===== config.mk =====
export PLATFORM = sky130hd
export DESIGN_NAME = pipe_sub_16bit_flat
export DESIGN_NICKNAME = d
export VERILOG_FILES = /design/src/rtl/pipe_sub_16bit_pkg.sv /design/src/rtl/pipe_sub_16bit_if.sv /design/src/rtl/sub_slice_4bit.sv /design/src/rtl/pipe_sub_16bit.sv /design/src/flat_wrapper.sv
export SDC_FILE = /design/constraint.sdc
export NUM_CORES = 1
export LEC_CHECK = 0
export ABC_CLOCK_PERIOD_IN_PS = 2200
export CAP_MARGIN = 10
export CORE_AREA = 8 8 98 100
export CTS_CLUSTER_SIZE = 40
export DETAILED_ROUTE_END_ITERATION = 8
export DIE_AREA = 0 0 106 108
export PLACE_DENSITY = 0.8
export SETUP_SLACK_MARGIN = 0.05
export SLEW_MARGIN = 20
export SYNTH_ARGS = -nofsm -noshare
export SYNTH_HDL_FRONTEND = slang
export SYNTH_SLANG_ARGS = --single-unit

===== constraint.sdc =====
create_clock -name clk -period 2.2 [get_ports clk]
set_clock_uncertainty 0.15 [all_clocks]
set_input_delay 0.66 -clock clk [delete_from_list [all_inputs] [get_ports clk]]
set_output_delay 0.66 -clock clk [all_outputs]
set_load 0.005 [all_outputs]

===== src/rtl/pipe_sub_16bit_pkg.sv =====
// pipe_sub_16bit_pkg
//   Shared constants and the per-stage register layout for the nibble-serial
//   pipelined subtractor.
//   Contents: WIDTH (operand width), SLICE_W (nibble width), NUM_STAGES,
//             stage_t (one pipeline stage register).
package pipe_sub_16bit_pkg;

    localparam int WIDTH      = 16;
    localparam int SLICE_W    = 4;
    localparam int NUM_STAGES = WIDTH / SLICE_W;

    // One pipeline stage. Finished diff nibbles are shifted in from the top,
    // and the operand remainders are shifted down, so every stage works on
    // bits [3:0] of its source and no stage needs a position-dependent slice.
    typedef struct packed {
        logic             valid;
        logic             carry;  // carry into the next nibble (= ~borrow)
        logic [WIDTH-1:0] diff;   // completed nibbles, newest at the top
        logic [WIDTH-1:0] a;      // unprocessed minuend bits, next nibble at [3:0]
        logic [WIDTH-1:0] b;      // unprocessed subtrahend bits, next nibble at [3:0]
    } stage_t;

endpackage


===== src/rtl/pipe_sub_16bit_if.sv =====
// pipe_sub_16bit_if
//   Operand and result channels of the pipelined subtractor.
//   Handshake: a channel transfers on a rising clk edge where valid && ready.
//   The source holds valid and its payload stable until that transfer; valid
//   never depends on ready. ready may depend combinationally on the sink's
//   downstream ready (out_ready -> in_ready is a legal path).
//   Operand channel : in_valid, in_ready, a, b, bin
//   Result channel  : out_valid, out_ready, diff, bout, ovf, zero
//   Modports        : master (drives operands, accepts results), slave (the subtractor)
interface pipe_sub_16bit_if;
    import pipe_sub_16bit_pkg::*;

    logic             in_valid;
    logic             in_ready;
    logic [WIDTH-1:0] a;
    logic [WIDTH-1:0] b;
    logic             bin;
    logic             out_valid;
    logic             out_ready;
    logic [WIDTH-1:0] diff;
    logic             bout;
    logic             ovf;
    logic             zero;

    modport master (
        output in_valid, a, b, bin, out_ready,
        input  in_ready, out_valid, diff, bout, ovf, zero
    );

    modport slave (
        input  in_valid, a, b, bin, out_ready,
        output in_ready, out_valid, diff, bout, ovf, zero
    );

endinterface


===== src/rtl/sub_slice_4bit.sv =====
// sub_slice_4bit
//   One 4-bit carry-lookahead adder slice used as a subtractor nibble:
//   sum = a + b_n + cin, where the caller supplies b_n = ~b and cin = ~borrow.
//   Ports: a, b_n (4-bit operands), cin (carry in), sum (4-bit), cout (carry out).
module sub_slice_4bit
    import pipe_sub_16bit_pkg::*;
(
    input  logic [SLICE_W-1:0] a,
    input  logic [SLICE_W-1:0] b_n,
    input  logic               cin,
    output logic [SLICE_W-1:0] sum,
    output logic               cout
);
    logic [SLICE_W-1:0] g;
    logic [SLICE_W-1:0] p;
    logic [SLICE_W:1]   c;

    assign g = a & b_n;
    assign p = a ^ b_n;

    // Flattened lookahead: every carry is a two-level function of g, p, cin.
    assign c[1] = g[0] | (p[0] & cin);
    assign c[2] = g[1] | (p[1] & g[0]) | (p[1] & p[0] & cin);
    assign c[3] = g[2] | (p[2] & g[1]) | (p[2] & p[1] & g[0])
                | (p[2] & p[1] & p[0] & cin);
    assign c[4] = g[3] | (p[3] & g[2]) | (p[3] & p[2] & g[1])
                | (p[3] & p[2] & p[1] & g[0]) | (p[3] & p[2] & p[1] & p[0] & cin);

    assign sum  = p ^ {c[3], c[2], c[1], cin};
    assign cout = c[4];

endmodule


===== src/rtl/pipe_sub_16bit.sv =====
// pipe_sub_16bit
//   Four-stage pipelined 16-bit subtractor: diff = a - b - bin (mod 2^16),
//   computed as a + ~b + ~bin one nibble per stage. The last stage register is
//   the output register, so a result appears 4 cycles after its operands are
//   accepted and the pipeline holds at most 4 results.
//   Ports: clk, rst_n (async, active-low), bus (pipe_sub_16bit_if.slave).
//   Flags: bout = unsigned borrow-out, ovf = signed overflow, zero = diff == 0.
//   All result outputs read 0 while out_valid is low.
module pipe_sub_16bit
    import pipe_sub_16bit_pkg::*;
(
    input  logic            clk,
    input  logic            rst_n,
    pipe_sub_16bit_if.slave bus
);
    localparam int LAST = NUM_STAGES - 1;

    stage_t                src_s   [NUM_STAGES];  // what each stage loads from
    stage_t                stage_d [NUM_STAGES];
    stage_t                stage_q [NUM_STAGES];
    logic [NUM_STAGES-1:0] ready;                 // stage k may load this cycle
    logic [SLICE_W-1:0]    nib_sum [NUM_STAGES];
    logic [NUM_STAGES-1:0] nib_cout;
    logic                  ovf_d, ovf_q;
    logic                  zero_d, zero_q;

    always_comb begin
        src_s[0] = '{valid: bus.in_valid, carry: ~bus.bin, diff: '0, a: bus.a, b: bus.b};
        for (int k = 1; k < NUM_STAGES; k++) begin
            src_s[k] = stage_q[k-1];
        end
    end

    // A stage may load when it is empty or its content leaves this cycle.
    // Keying on the stage's own valid lets bubbles collapse under a stall.
    always_comb begin
        logic r;
        r           = bus.out_ready || !stage_q[LAST].valid;
        ready[LAST] = r;
        for (int k = LAST - 1; k >= 0; k--) begin
            r        = !stage_q[k].valid || r;
            ready[k] = r;
        end
    end

    for (genvar k = 0; k < NUM_STAGES; k++) begin : g_slice
        sub_slice_4bit u_slice (
            .a    (src_s[k].a[SLICE_W-1:0]),
            .b_n  (~src_s[k].b[SLICE_W-1:0]),
            .cin  (src_s[k].carry),
            .sum  (nib_sum[k]),
            .cout (nib_cout[k])
        );
    end

    always_comb begin
        for (int k = 0; k < NUM_STAGES; k++) begin
            stage_d[k] = stage_q[k];
            if (ready[k]) begin
                stage_d[k].valid = src_s[k].valid;
                stage_d[k].carry = nib_cout[k];
                stage_d[k].diff  = {nib_sum[k], src_s[k].diff[WIDTH-1:SLICE_W]};
                stage_d[k].a     = {{SLICE_W{1'b0}}, src_s[k].a[WIDTH-1:SLICE_W]};
                stage_d[k].b     = {{SLICE_W{1'b0}}, src_s[k].b[WIDTH-1:SLICE_W]};
            end
        end
    end

    // Flags are resolved while the top nibble is formed: the operand sign bits
    // are bit 3 of the last remainder, and the full diff is known here.
    always_comb begin
        ovf_d  = ovf_q;
        zero_d = zero_q;
        if (ready[LAST]) begin
            ovf_d  = (src_s[LAST].a[SLICE_W-1] ^ src_s[LAST].b[SLICE_W-1])
                   & (nib_sum[LAST][SLICE_W-1] ^ src_s[LAST].a[SLICE_W-1]);
            zero_d = ({nib_sum[LAST], src_s[LAST].diff[WIDTH-1:SLICE_W]} == '0);
        end
    end

    always_ff @(posedge clk or negedge rst_n) begin
        if (!rst_n) begin
            for (int k = 0; k < NUM_STAGES; k++) begin
                stage_q[k] <= '0;
            end
            ovf_q  <= 1'b0;
            zero_q <= 1'b0;
        end else begin
            for (int k = 0; k < NUM_STAGES; k++) begin
                stage_q[k] <= stage_d[k];
            end
            ovf_q  <= ovf_d;
            zero_q <= zero_d;
        end
    end

    assign bus.in_ready  = ready[0];
    assign bus.out_valid = stage_q[LAST].valid;
    assign bus.diff      = stage_q[LAST].valid ? stage_q[LAST].diff : '0;
    assign bus.bout      = stage_q[LAST].valid & ~stage_q[LAST].carry;
    assign bus.ovf       = stage_q[LAST].valid & ovf_q;
    assign bus.zero      = stage_q[LAST].valid & zero_q;

endmodule

===== src/flat_wrapper.sv =====
// flat-port wrapper written by rule: the top's interface ports become plain ports
module pipe_sub_16bit_flat import pipe_sub_16bit_pkg::*;
  (clk, rst_n, bus_in_valid, bus_a, bus_b, bus_bin, bus_out_ready, bus_in_ready, bus_out_valid, bus_diff, bus_bout, bus_ovf, bus_zero);
  pipe_sub_16bit_if bus_i ();
  input  logic clk;
  input  logic rst_n;
  input wire logic [$bits(bus_i.in_valid)-1:0] bus_in_valid;
  input wire logic [$bits(bus_i.a)-1:0] bus_a;
  input wire logic [$bits(bus_i.b)-1:0] bus_b;
  input wire logic [$bits(bus_i.bin)-1:0] bus_bin;
  input wire logic [$bits(bus_i.out_ready)-1:0] bus_out_ready;
  output wire logic [$bits(bus_i.in_ready)-1:0] bus_in_ready;
  output wire logic [$bits(bus_i.out_valid)-1:0] bus_out_valid;
  output wire logic [$bits(bus_i.diff)-1:0] bus_diff;
  output wire logic [$bits(bus_i.bout)-1:0] bus_bout;
  output wire logic [$bits(bus_i.ovf)-1:0] bus_ovf;
  output wire logic [$bits(bus_i.zero)-1:0] bus_zero;
  assign bus_i.in_valid = bus_in_valid;
  assign bus_i.a = bus_a;
  assign bus_i.b = bus_b;
  assign bus_i.bin = bus_bin;
  assign bus_i.out_ready = bus_out_ready;
  assign bus_in_ready = bus_i.in_ready;
  assign bus_out_valid = bus_i.out_valid;
  assign bus_diff = bus_i.diff;
  assign bus_bout = bus_i.bout;
  assign bus_ovf = bus_i.ovf;
  assign bus_zero = bus_i.zero;
  pipe_sub_16bit u_core (.clk(clk), .rst_n(rst_n), .bus(bus_i));
endmodule

* Yosys cells after proc, flatten, opt, wreduce, memory -nomap -nowiden
Cells that the tools add are included.
W data, S select, Z words.
** Storage, ports and cells
- Flip-flop bits (word level) :: 98
- Input port bits :: 37
- Output and inout port bits :: 21
** Cells by class
- Mux-type cells :: 1
- Bitwise logic cells :: 128
- Reduce and logical (&&, ||, !) cells :: 9
** Operators with widths (number)
- $and A1 B1 Y1 :: 68
- $or A1 B1 Y1 :: 40
- $xor A4 B4 Y4 :: 8
- $and A4 B4 Y4 :: 4
- $logic_not A16 Y1 :: 1
- $mux W16 :: 1
- $not A4 Y4 :: 4
- $logic_not A1 Y1 :: 4
- $logic_or A1 B1 Y1 :: 4
- $not A1 Y1 :: 2
- $xor A1 B1 Y1 :: 2

* Logic depth before layout (Yosys ltp)
- Depth in word-level cells :: 9
- Gate-level depth with buffers :: 8
- Depth with buffers taken out :: 7

* Modules after synthesis
A second synthesis with hierarchy kept.
** Unflattened totals
- Cell total of the unflattened synthesis :: 346
- Area, all modules :: 4554.4 sq um
** By module, submodules not included
- pipe_sub_16bit :: times used 1, cells each 294, area each 4023.9 sq um, seq. area each 2452.4 sq um
- sub_slice_4bit :: times used 4, cells each 13, area each 132.6 sq um, seq. area each 0.0 sq um

* Least setup slack after synthesis
No wires, ideal clock.
- Path type :: input port to output port
- Start :: input port bus_out_ready
- End :: output port bus_in_ready
- Arrival time :: 1.372 ns
- Data required time :: 1.390 ns
- Path slack :: 0.018 ns
- Stages :: 6
- Buffers on the path :: 3
- Cell sequence :: nor2b_4 and3_1 buf_2 nand2_2 buf_6 buf_6
** On the way
- Cells in the longest elaborated chain, start to end :: 4
** RTL lines
- from (decl) :: line flat_wrapper.sv:11 : input wire logic [$bits(bus_i.out_ready)-1:0] bus_out_ready;
- $logic_or A1 B1 Y1 :: line pipe_sub_16bit.sv:38 : r = bus.out_ready || !stage_q[LAST].valid;
- $logic_or A1 B1 Y1 (3 in a row) :: line pipe_sub_16bit.sv:41 : r = !stage_q[k].valid || r;
- to (decl) :: line flat_wrapper.sv:12 : output wire logic [$bits(bus_i.in_ready)-1:0] bus_in_ready;
Every way passes these cells.

* Worst setup path after layout
- Start :: register u_core.stage_q (netlist bit u_core.bus.out_valid)
- End :: output port bus_in_ready
** On the way
- Cells in the longest elaborated chain, start to end :: 5
** RTL lines
- from (decl) :: line pipe_sub_16bit.sv:20 : stage_t stage_q [NUM_STAGES];
- from (signal, indexed assignment) :: line pipe_sub_16bit.sv:90 : stage_q[k] <= stage_d[k];
- $logic_not A1 Y1 :: line pipe_sub_16bit.sv:38
- $logic_or A1 B1 Y1 :: line pipe_sub_16bit.sv:38
- $logic_or A1 B1 Y1 (3 in a row) :: line pipe_sub_16bit.sv:41
Every way passes these cells.

==> impl_metrics.ini <==
[synthesis]
synth_commonest_cells = nand2_1 (112), dfrtp_1 (98), mux2_2 (31), inv_1 (20), and2_1 (18)
synth_edf_count = 0
synthFlopType = dfrtp_1
netlist_instances = 409
synth_warnings = 0
syn_area_sq_um = 4350
yosysTopAreaCellShare_pct = 56.37
avgSynthCellArea_sq_um = 10.64
ys_ff_latch = 98
synth_nets = 466
seq_area_frac_synth_pct = 56.37
async_reset_ff_share_pct = 100.0
yosys-top-cells-area = dfrtp_1 (56%), nand2_1 (9.7%), mux2_2 (8.0%)
ys_types = 35
yosysTopAreaCell = dfrtp_1
synth.most_common_cell = nand2_1

[grt]
grt_use_total_pct = 15.54
grt_overflow_total = 0
grt_max_degree = 42
grt_first_pass_wirelength_microns = 14410
grt_pass1_vias = 3080
antenna_found_initial = 0

[layout]
area_growth_pct = 25.05
drive_above_1_share_pct = 23.52
antennaDiodeCount = 0
final-seq-area_sq_um = 2454
final_nets = 541
design_area_sq_um = 5440
nFillCells = 610
multiInputGateArea_sq_um = 1798

[sta]
layout_setup_ws_ns = 0.006432
setup_viol = 0
maxSlewViolCount = 0
rsz0062_at_grt = true
tns_ns = 0
max-slew-margin-rel_pct = 72.56
fmax_ghz = 0.4559
layout_worst_path_cycle_share_pct = 99.71
final_hold_viol_count = 0
period_needed_ns = 2.194
worst_pin_slew_ns = 0.4116

[worst_setup_path]
endpoint_kind = output port
crit_chain = nor2b_4 -> and3_4 -> nand2_4 -> buf_6
rr_worst_depth = 6
cp.required_ns = 1.39
critPathMaxStageDelay_ns = 0.46
r2r_slack_ns = 0.22
cp_num_cells = 4
critPathTopFamily = flip-flops
regToRegStartpoint = u_core.src_s[17]$_DFFE_PN0P_
cp.arrival_ns = 1.38
crit_fanout = 5
cp-start-kind = register
criticalPathCategory = reg2out
critPathBufInv = 1
r2r_end = u_core.stage_q[47]$_DFFE_PN0P_
slowest_stage = dfrtp_2

[run]
maxCapViolations = 0

[pwr]
p_sw_share_pct = 31.77
p_leak_nw = 2.634
power_frac_seq_pct = 49.0
design_power_total_w = 0.005211
power_density_nw_per_um2 = 957.8
vdd_drop_max_mv = 0.5125
clkPwrFrac_pct = 21.0
switchingPower_w = 0.001655
combPwrFrac_pct = 30.0
power.internal_w = 0.003555

[floorplan]
start_util_pct = 54.03
die_w_microns = 106
die-area_sq_um = 11450
rows = 33
fp.dieH_microns = 108
core_area_sq_um = 8051
io_pins = 58

[placed_design]
gp_congestion = 0.8230
place_area_sq_um = 5127
hpwlAfterDp_microns = 6016
preCtsSetupSlack_ns = -0.6209
port_buffers = 57

[clocking]
postCtsHoldBufs = 0
cts-root-buf = clkbuf_8
clk_path_buf_depth = 2
cts_tree = yes
cts_sinks = 98
htreeDepth = 3
clkTransAtPathRegs_ns = 0.10
insertion_delay_ns = 0.37
numCtsBuffers = 9

[drt]
initialDrtViolationCount = 117
postRouteAntennaNets = 0
drc_errors = 0
dr.pass1.iters = 4
viasPerCell = 4.988
routed_wl_microns = 8435
dr_total_vias = 2963
wire_per_inst_microns = 14.20

[hold_path]
hp-class = in2async

[run_status]
outcome = finished, final reports clean
## power groups by stage
stage	clock network [W]	registers (W)	logic, W
6_report	0.00109	0.00255	0.00156
5_1_grt	0.00119	0.00261	0.00176
4_1_cts	0.00112	0.00255	0.00151
3_5_place_dp	0	0.00258	0.00153
3_3_place_gp	0	0.00255	0.00147
2_1_floorplan	0	0.00247	0.000948
## what timing repair did
action | 4_1_cts | 5_1_grt
setup endpoints to repair | 23 | 17
cloned | 3 | 0
buffers inserted | 5 | 1
pin swaps | 4 | 1
resized for setup | 105 | 17
## worst reg2reg max path: cells and delay by family (launching register included)
family	cells	cell delay, ns
AND/OR/NAND/NOR	1	0.10
adder cells (fa/ha/maj)	1	0.35
flip-flops	1	0.40
XOR/XNOR	1	0.14
multiplexers	1	0.27
AO/OA/AOI/OAI	2	0.49
## cells in the final DEF, fill, tap and decap left out, drive strengths merged, types with 2 or more instances in the layout
cell	n
a21o	2
a21oi	16
and2	18
buf	43
clkbuf	14
clkdlybuf4s50	32
clkinv	3
dfrtp	98
dlygate4sd2	2
fa	4
ha	16
inv	24
mux2	34
nand2	113
nand2b	6
nand3	4
nor2	12
nor2b	3
nor3	2
nor4	2
o21a	3
o21ai	16
o21bai	2
o31ai	2
xnor2	8
xor2	3
## routing by layer
metal	vias up	GRT usage, %	share of wire, %
li1	1471	-	-
met1	1416	19.31	46
met2	62	25.34	48
met3	14	3.688	4.2
met4	0	7.236	2.1
met5	-	0	0
## cell type report
| cell class | instances | area share (%) |
|---|---|---|
| clock buffers | 9 | 2.277 |
| multi-input cells | 272 | 33.05 |
| flip-flops and latches | 98 | 45.10 |
| well taps | 105 | 2.415 |
| repair buffers | 83 | 14.67 |
| inverters | 20 | 1.380 |
| clock inverters | 7 | 1.104 |
## registers in the layout (all words and copies together), names as in the netlist
signal and count:
u_core.bus.out_valid 1, u_core.ovf_q 1, u_core.src_s 78, u_core.stage_q 17
u_core.zero_q 1
## kinds of logic after synthesis
group | count (synthesis) | share of synthesized area [%]
XOR/XNOR | 11 | 2.215
adder cells (fa/ha/maj) | 20 | 6.442
AO/OA/AOI/OAI | 43 | 5.579
flip-flops | 98 | 56.37
AND/OR/NAND/NOR | 164 | 16.48
buffers and inverters | 39 | 4.026
multiplexers | 34 | 8.887
## worst max-delay path by stage
stage | from | endpoint | slack (ns)
2_1_floorplan | bus_out_ready | bus_in_ready | 0.03
3_3_place_gp | bus_out_ready | bus_in_ready | -0.63
3_5_place_dp | bus_out_ready | bus_in_ready | -0.62
4_1_cts | u_core.bus.out_valid$_DFFE_PN0P_ | bus_in_ready | -0.009
5_1_grt | u_core.bus.out_valid$_DFFE_PN0P_ | bus_in_ready | -0.06
6_report | u_core.bus.out_valid$_DFFE_PN0P_ | bus_in_ready | 0.006
## metrics by stage
| step | util, % | hold slack (ns) | std cells |
|---|---|---|---|
| 4_1_cts | 67.13 | 0.03135 | 593 |
| 3_3_place_gp | 63.68 | 0.2942 | 569 |
| 6_report | 67.57 | 0.02800 | 594 |
| 5_1_grt | 67.57 | 0.03134 | 594 |
| 2_1_floorplan | - | 0.2144 | 409 |
| 3_5_place_dp | 63.68 | 0.3009 | 569 |
No activity file was read; power rests on OpenSTA's default activity.
